<file path="src/rtl/alu_driver.sv">
// alu_driver: runs one instruction at a time through read, external ALU execute and writeback
//   clk, reset          : clock, synchronous active-high reset
//   instr_*             : valid/ready instruction handshake and instruction fields
//   alu_a/b/opcode/cin  : operands, opcode and carry-in for the external ALU
//   alu_c, alu_flags    : ALU result and flags {C,L,F,Z,N}
//   psr, done, illegal  : status register, retire pulse, illegal-opcode pulse
//   dbg_addr, dbg_data  : combinational register-file read port
module alu_driver #(
  parameter int NREG = 16
) (
  input  logic        clk,
  input  logic        reset,
  input  logic        instr_valid,
  output logic        instr_ready,
  input  logic [4:0]  instr_op,
  input  logic [3:0]  instr_rdest,
  input  logic [3:0]  instr_rsrc,
  input  logic [15:0] instr_imm,
  input  logic        instr_imm_sel,
  output logic [15:0] alu_a,
  output logic [15:0] alu_b,
  output logic [4:0]  alu_opcode,
  output logic        alu_cin,
  input  logic [15:0] alu_c,
  input  logic [4:0]  alu_flags,
  output logic [4:0]  psr,
  output logic        done,
  output logic        illegal,
  input  logic [3:0]  dbg_addr,
  output logic [15:0] dbg_data
);
  localparam logic [4:0] ADD = 5'b00101, ADDU = 5'b00110, ADDC = 5'b00111, ADDCU = 5'b01111;
  localparam logic [4:0] SUB = 5'b01001, CMP = 5'b01011, AND = 5'b00001, OR = 5'b00010;
  localparam logic [4:0] XOR = 5'b00011, NOT = 5'b00100, LSH = 5'b01100, RSH = 5'b10011;
  localparam logic [4:0] ARSH = 5'b10111;
  typedef enum logic [1:0] {IDLE, READ, EXEC, WRITE} state_t;
  state_t      state;
  logic [15:0] regs [NREG];
  logic [4:0]  op, flags;
  logic [3:0]  rdest, rsrc;
  logic [15:0] imm, res;
  logic        imm_sel, legal, psr_ld;
  assign legal = op inside {ADD, ADDU, ADDC, ADDCU, SUB, CMP, AND, OR, XOR, NOT, LSH, RSH, ARSH};
  assign psr_ld = op inside {ADD, ADDC, SUB, CMP};
  assign instr_ready = state == IDLE;
  assign dbg_data = regs[dbg_addr];
  always_ff @(posedge clk) begin
    if (reset) begin
      state      <= IDLE;
      psr        <= '0;
      done       <= 1'b0;
      illegal    <= 1'b0;
      alu_a      <= '0;
      alu_b      <= '0;
      alu_opcode <= '0;
      alu_cin    <= 1'b0;
      op         <= '0;
      rdest      <= '0;
      rsrc       <= '0;
      imm        <= '0;
      imm_sel    <= 1'b0;
      res        <= '0;
      flags      <= '0;
      for (int i = 0; i < NREG; i++) regs[i] <= '0;
    end else begin
      done    <= 1'b0;
      illegal <= 1'b0;
      case (state)
        IDLE: if (instr_valid) begin
          op      <= instr_op;
          rdest   <= instr_rdest;
          rsrc    <= instr_rsrc;
          imm     <= instr_imm;
          imm_sel <= instr_imm_sel;
          state   <= READ;
        end
        // ALU outputs are loaded here so they are stable throughout EXEC and hold afterwards
        READ: begin
          alu_a      <= regs[rdest];
          alu_b      <= imm_sel ? imm : regs[rsrc];
          alu_opcode <= op;
          alu_cin    <= psr[4];
          state      <= EXEC;
        end
        // done/illegal are registered here so they pulse during WRITE
        EXEC: begin
          res     <= alu_c;
          flags   <= alu_flags;
          done    <= 1'b1;
          illegal <= !legal;
          state   <= WRITE;
        end
        WRITE: begin
          if (legal && op != CMP) regs[rdest] <= res;
          if (psr_ld) psr <= flags;
          state <= IDLE;
        end
        default: state <= IDLE;
      endcase
    end
  end
endmodule

</file>
<file path="config.mk">
export PLATFORM = sky130hd
export DESIGN_NAME = alu_driver
export DESIGN_NICKNAME = d
export VERILOG_FILES = /design/src/rtl/alu_driver.sv
export SDC_FILE = /design/constraint.sdc
export NUM_CORES = 1
export LEC_CHECK = 0
export BUFFER_PORTS_ARGS = -buffer_cell sky130_fd_sc_hd__buf_2
export CORE_MARGIN = 2
export CORE_UTILIZATION = 45
export CTS_CLUSTER_DIAMETER = 200
export DETAILED_ROUTE_END_ITERATION = 12
export GPL_ROUTABILITY_DRIVEN = 0
export PLACE_DENSITY = 0.6
export SLEW_MARGIN = 20
export SYNTH_ARGS = -nofsm -noshare
export SYNTH_HDL_FRONTEND = slang
export SYNTH_SLANG_ARGS = --single-unit
</file>
<file path="constraint.sdc">
create_clock -name clk -period 6 [get_ports clk]
set_input_delay 0.3 -clock clk [delete_from_list [all_inputs] [get_ports clk]]
set_output_delay 0.3 -clock clk [all_outputs]
set_load 0.05 [all_outputs]
</file>
# [Word level (Yosys, flattened, before mapping)]
# Memories as Yosys holds them, arrays and structs flattened. A register that Yosys moved wholly into a read port is not among the register bits.
# Index checks and enable logic that the tools add are counted.
[classes] eq_ne=18 muxes=15 bitwise=1 reduce_logical=9
[op_table] cell="$mux W16" n=2
[op_table] cell="$eq A5 B3 Y1 const B" n=4
[op_table] cell="$eq A5 B4 Y1 const B" n=4
[op_table] cell="$reduce_or A16 Y1" n=1
[op_table] cell="$reduce_bool A13 Y1" n=1
[op_table] cell="$mux W4" n=3
[op_table] cell="$eq A5 B2 Y1 const B" n=2
[op_table] cell="$eq A5 B5 Y1 const B" n=2
[op_table] cell="$mux W1" n=8
[op_table] cell="$pmux W2 S4" n=1
[op_table] cell="$eq A5 B1 Y1 const B" n=1
[op_table] cell="$ne A5 B4 Y1 const B" n=1
[op_table] cell="$eq A2 B2 Y1 const B" n=2
[op_table] cell="$reduce_and A2 Y1" n=2
[op_table] cell="$reduce_bool A4 Y1" n=1
[op_table] cell="$eq A2 B1 Y1 const B" n=1
[op_table] cell="$logic_not A2 Y1" n=1
[op_table] cell="$mux W2" n=1
[op_table] cell="$ne A2 B2 Y1 const B" n=1
[op_table] cell="$reduce_or A2 Y1" n=1
[op_table] cell="$logic_and A1 B1 Y1" n=1
[op_table] cell="$logic_not A1 Y1" n=1
[op_table] cell="$not A1 Y1" n=1
[totals] register_bits=82 ramBits=256 in_bits=58 word_cells=58 mem_count=1
[memory_table] memory="regs" words=16 word_bits=16 read_ports=3 rd_clocked_by_memory_dff=2 write_ports=16 line="38" rtl="logic [15:0] regs [NREG];"

# [Depth between registers and ports, before layout]
[depth] ltp_word=9 mapped_depth=7

# [Least setup slack after synthesis]
# No wires, ideal clock.
[synth_timing] path_kind="register -> register" start="register op[1]" end="memory regs[10][0], enable pin" setup_ns=0.373 arrival_ns=1.774 required_time_ns=5.627 slack_ns=3.853 path_stages_with_launch=7 path_buffers=2 path_cell_list="dfxtp_1 buf_2 o21ai_0 a221oi_2 o21ai_1 buf_2 a41o_1"
[synth_rtl] item="start, declared" line="39" rtl="logic [4:0] op, flags;"
[synth_rtl] item="start signal, assigned" line="70" rtl="op <= instr_op;"
[synth_rtl] item="end, declared" line="38"

# [Worst setup path after layout]
[layout_timing] start="input port dbg_addr[0]" end="output port dbg_data[14]"
[layout_between] elab_chain_cells=1
[layout_rtl] item="start, declared" line="29" rtl="input logic [3:0] dbg_addr,"
[layout_rtl] item="$mem_v2 Z16 W16"
[layout_rtl] item="end, declared" line="30" rtl="output logic [15:0] dbg_data"
# No other way between the ends.

==> flow_metrics.env <==
export IMPL_setup_worst_path_start_class="input pin"
export IMPL_r2r_end="regs[10][13]$_SDFFCE_PN0P_"
export IMPL_fin_crit_ps=3140
export IMPL_slowest_delay_ps=650
export IMPL_cts_tree="built"
export IMPL_crit_path_top_delay_cell="mux4_1"
export IMPL_wl_per_cell_um=29.4
export IMPL_syn_avg_cell_area_sq_um=11.9
export IMPL_worst_path_max_fanout=33
export IMPL_n_fill_cell=3788
export IMPL_drive_above_1_share=0.187
export IMPL_fin_crit_sh=0.523
export IMPL_setup_viol=0
export IMPL_synth_area_leader_cell="edfxtp_1"
export IMPL_grt_max_degree=159
export IMPL_antenna_found_initial=2
export IMPL_fin_skew_ps=27.0
export IMPL_crit_type="in2out"
export IMPL_hold_path_class="in2reg"
export IMPL_grt_overflow_total=0
export IMPL_grt_pass1_wl_um=100000
export IMPL_antenna_left=0
export IMPL_reg2reg_slack_ps=2950
export IMPL_cp_arrival_ps=2840
export IMPL_synth_edf_count=256
export IMPL_cpMostUsedCell="buf_4"
export IMPL_rsz0062_at_grt="false"
export IMPL_cts_root_buf="clkbuf_16"
export IMPL_status="completed"
export IMPL_ir_drop_v=0.000285
export IMPL_routed_wl_um=69000
export IMPL_crit_required_ps=5700
export IMPL_synth_flop_cell="edfxtp_1"
export IMPL_path_delay_family="buffers and inverters"
export IMPL_drc=0
export IMPL_drt_iter0_drc=2123
export IMPL_coreArea_sq_um=43300
export IMPL_drv_cap=0
export IMPL_crit_chain="buf_4, buf_4, mux4_1, mux4_2, buf_2"
export IMPL_clock_path_buffers=3
export IMPL_rr_startpoint="op[3]$_SDFFE_PP0P_"
export IMPL_firstDrtPassIters=7
export IMPL_h_tree_depth=2
export IMPL_fp_dieW_um=214
export IMPL_antenna_cells=0
export IMPL_start_util=0.457
export IMPL_cp_num_buf_inv=3
export IMPL_syn_to_final_growth_pct=12.5
export IMPL_syn_inst=1667
export IMPL_final_hold_viol_count=0
export IMPL_layout_common_cells="nor3_1 (258), edfxtp_1 (256), mux2i_1 (225)"
export IMPL_synth_fp_nets=1729
export IMPL_tns_ps=0
export IMPL_via_count=15400
export IMPL_clk_latency_ps=580
export IMPL_leakage_nw=7.16
export IMPL_yosysWarnings=0
export IMPL_numCtsBuffers=40
export IMPL_synth_seq_cells=358
export IMPL_cp_end_kind="output pin"
export IMPL_synthTopCellsByArea="edfxtp_1 (39%), mux2i_1 (11%), dfxtp_1 (10%)"
export IMPL_hold_depth=3
export IMPL_clk_pin_slew_ps=60
export IMPL_hpwl_um=43800
export IMPL_ys_seq_area_frac=0.492
export IMPL_yosysUniqueCellTypes=50
export IMPL_reg2reg_depth=5
export IMPL_slew_headroom=0.226
export IMPL_io_pins=120
export IMPL_grt_pass1_vias=15000
export IMPL_vias_per_cell=6.58
export IMPL_synthArstFlopShare=0
export IMPL_final_common_cell="nor3_1"
export IMPL_min_to="op[0]$_SDFFE_PP0P_"
export IMPL_place_ws_ps=2860
export IMPL_tightest_slew_ps=1160
export IMPL_rows=76
export IMPL_timing_final_ws_setup_ps=2860
export IMPL_synth_top_area_frac=0.389
export IMPL_port_buffers=119
export IMPL_pwr_density_cell_nw_per_um2=367
export IMPL_min_delay_start="instr_op[0]"
export IMPL_grt_util_all_layers=0.304
export IMPL_die_y_um=214
export IMPL_clkSinkCount=358
export IMPL_synth_area_sq_um=19800
export IMPL_die_area_sq_um=45700
export IMPL_fin_nets=1793
export IMPL_clock_fmax_mhz=319
export IMPL_slew_viol_final=0
[registers in the layout, summed over array words and instances, names as in the netlist, named ones only]
signal      count
op              5
alu_cin         1
regs          256
psr             5
rdest           4
alu_opcode      5
flags           5
illegal         1
alu_a          16
alu_b          16
done            1
rsrc            4
res            16
imm            16
imm_sel         1
state           2
[how the worst max path moves through the flow]
stage / startpoint / to / slack (ps) / depth (start not counted)
floorplan: op[1]$_SDFFE_PP0P_ / regs[10][0]$_SDFFCE_PN0P_ / 3850 / 6
global placement: op[2]$_SDFFE_PP0P_ / regs[15][12]$_SDFFCE_PN0P_ / 2870 / 4
detailed placement: dbg_addr[0] / dbg_data[2] / 2860 / 5
CTS: dbg_addr[0] / dbg_data[14] / 2840 / 5
global route: dbg_addr[0] / dbg_data[14] / 2720 / 5
finish: dbg_addr[0] / dbg_data[14] / 2860 / 5
[repair_timing]
item	4_1_cts	5_1_grt
gates resized for setup	0	0
hold buffers	45	0
buffers inserted	0	0
hold endpoints to repair	47	0
[Yosys cell counts (4+ instances only)]
library cell / n
buf_6: 11
a31o_2: 4
nor2_1: 106
nor2b_1: 8
buf_4: 30
nor3_1: 258
a41o_1: 12
buf_2: 55
edfxtp_1: 256
dfxtp_1: 102
o22ai_1: 63
o2111ai_1: 16
a21oi_1: 47
mux2i_1: 225
a211oi_2: 7
buf_1: 5
nand2_1: 164
mux4_2: 82
o21ai_0: 16
ha_1: 4
nand3b_1: 4
a221oi_1: 16
mux4_1: 29
nor4b_1: 16
a211oi_1: 10
a311oi_1: 16
clkbuf_1: 73
[report_power, final]
group          internal (mW)  switching, mW
Combinational          0.792           1.75
Clock                   1.40           1.06
Sequential              2.86          0.293
Total                   5.06           3.10
[worst register-to-register path: stages (launching register included)]
cell and delay (ps):
dfxtp_1 470, a21bo_2 270, a221oi_2 320, o21a_4 770, buf_12 570, nor3_1 350
[per-stage QoR]
step | instances | utilization | hold slack, ps | power, mW | area (sq um)
after floorplan | 1667 | - | 431 | 4.96 | 19800
after global placement | 2228 | 0.474 | 442 | 5.64 | 20500
after detailed placement | 2229 | 0.474 | 452 | 5.67 | 20500
after CTS | 2348 | 0.514 | 4.75 | 8.11 | 22200
after global routing | 2348 | 0.514 | 30.5 | 8.43 | 22300
final | 2348 | 0.514 | 20.4 | 8.16 | 22300
[logic make-up after synthesis]
logic type,synth area share
DFF,0.492
adders and majority gates,0.00253
AOI/OAI and AO/OA,0.0764
buffers and inverters,0.0484
muxes,0.247
xor gates and xnor gates,0.000443
and+or+nand+nor,0.134
[per-layer routing]
| metal | vias to the layer above | routed length (um) | global-route usage | share of wire |
|---|---|---|---|---|
| met5 | - | 0 | 0 | 0 |
| met4 | 0 | 3050 | 0.134 | 0.044 |
| met3 | 215 | 7500 | 0.0807 | 0.11 |
| met2 | 1002 | 31000 | 0.471 | 0.45 |
| met1 | 7591 | 27500 | 0.402 | 0.40 |
| li1 | 6633 | - | - | - |
[final cells by class]
class	instances	area, sq um	area share
Clock buffer	50	1070	0.0481
Clock inverter	24	218	0.00978
Inverter	3	11.3	0.000506
Multi-Input combinational cell	1129	9150	0.411
Sequential cell	358	9740	0.438
Tap cell	585	732	0.0329
Timing Repair Buffer	199	1330	0.0599
(Power assumes the default switching activity.)
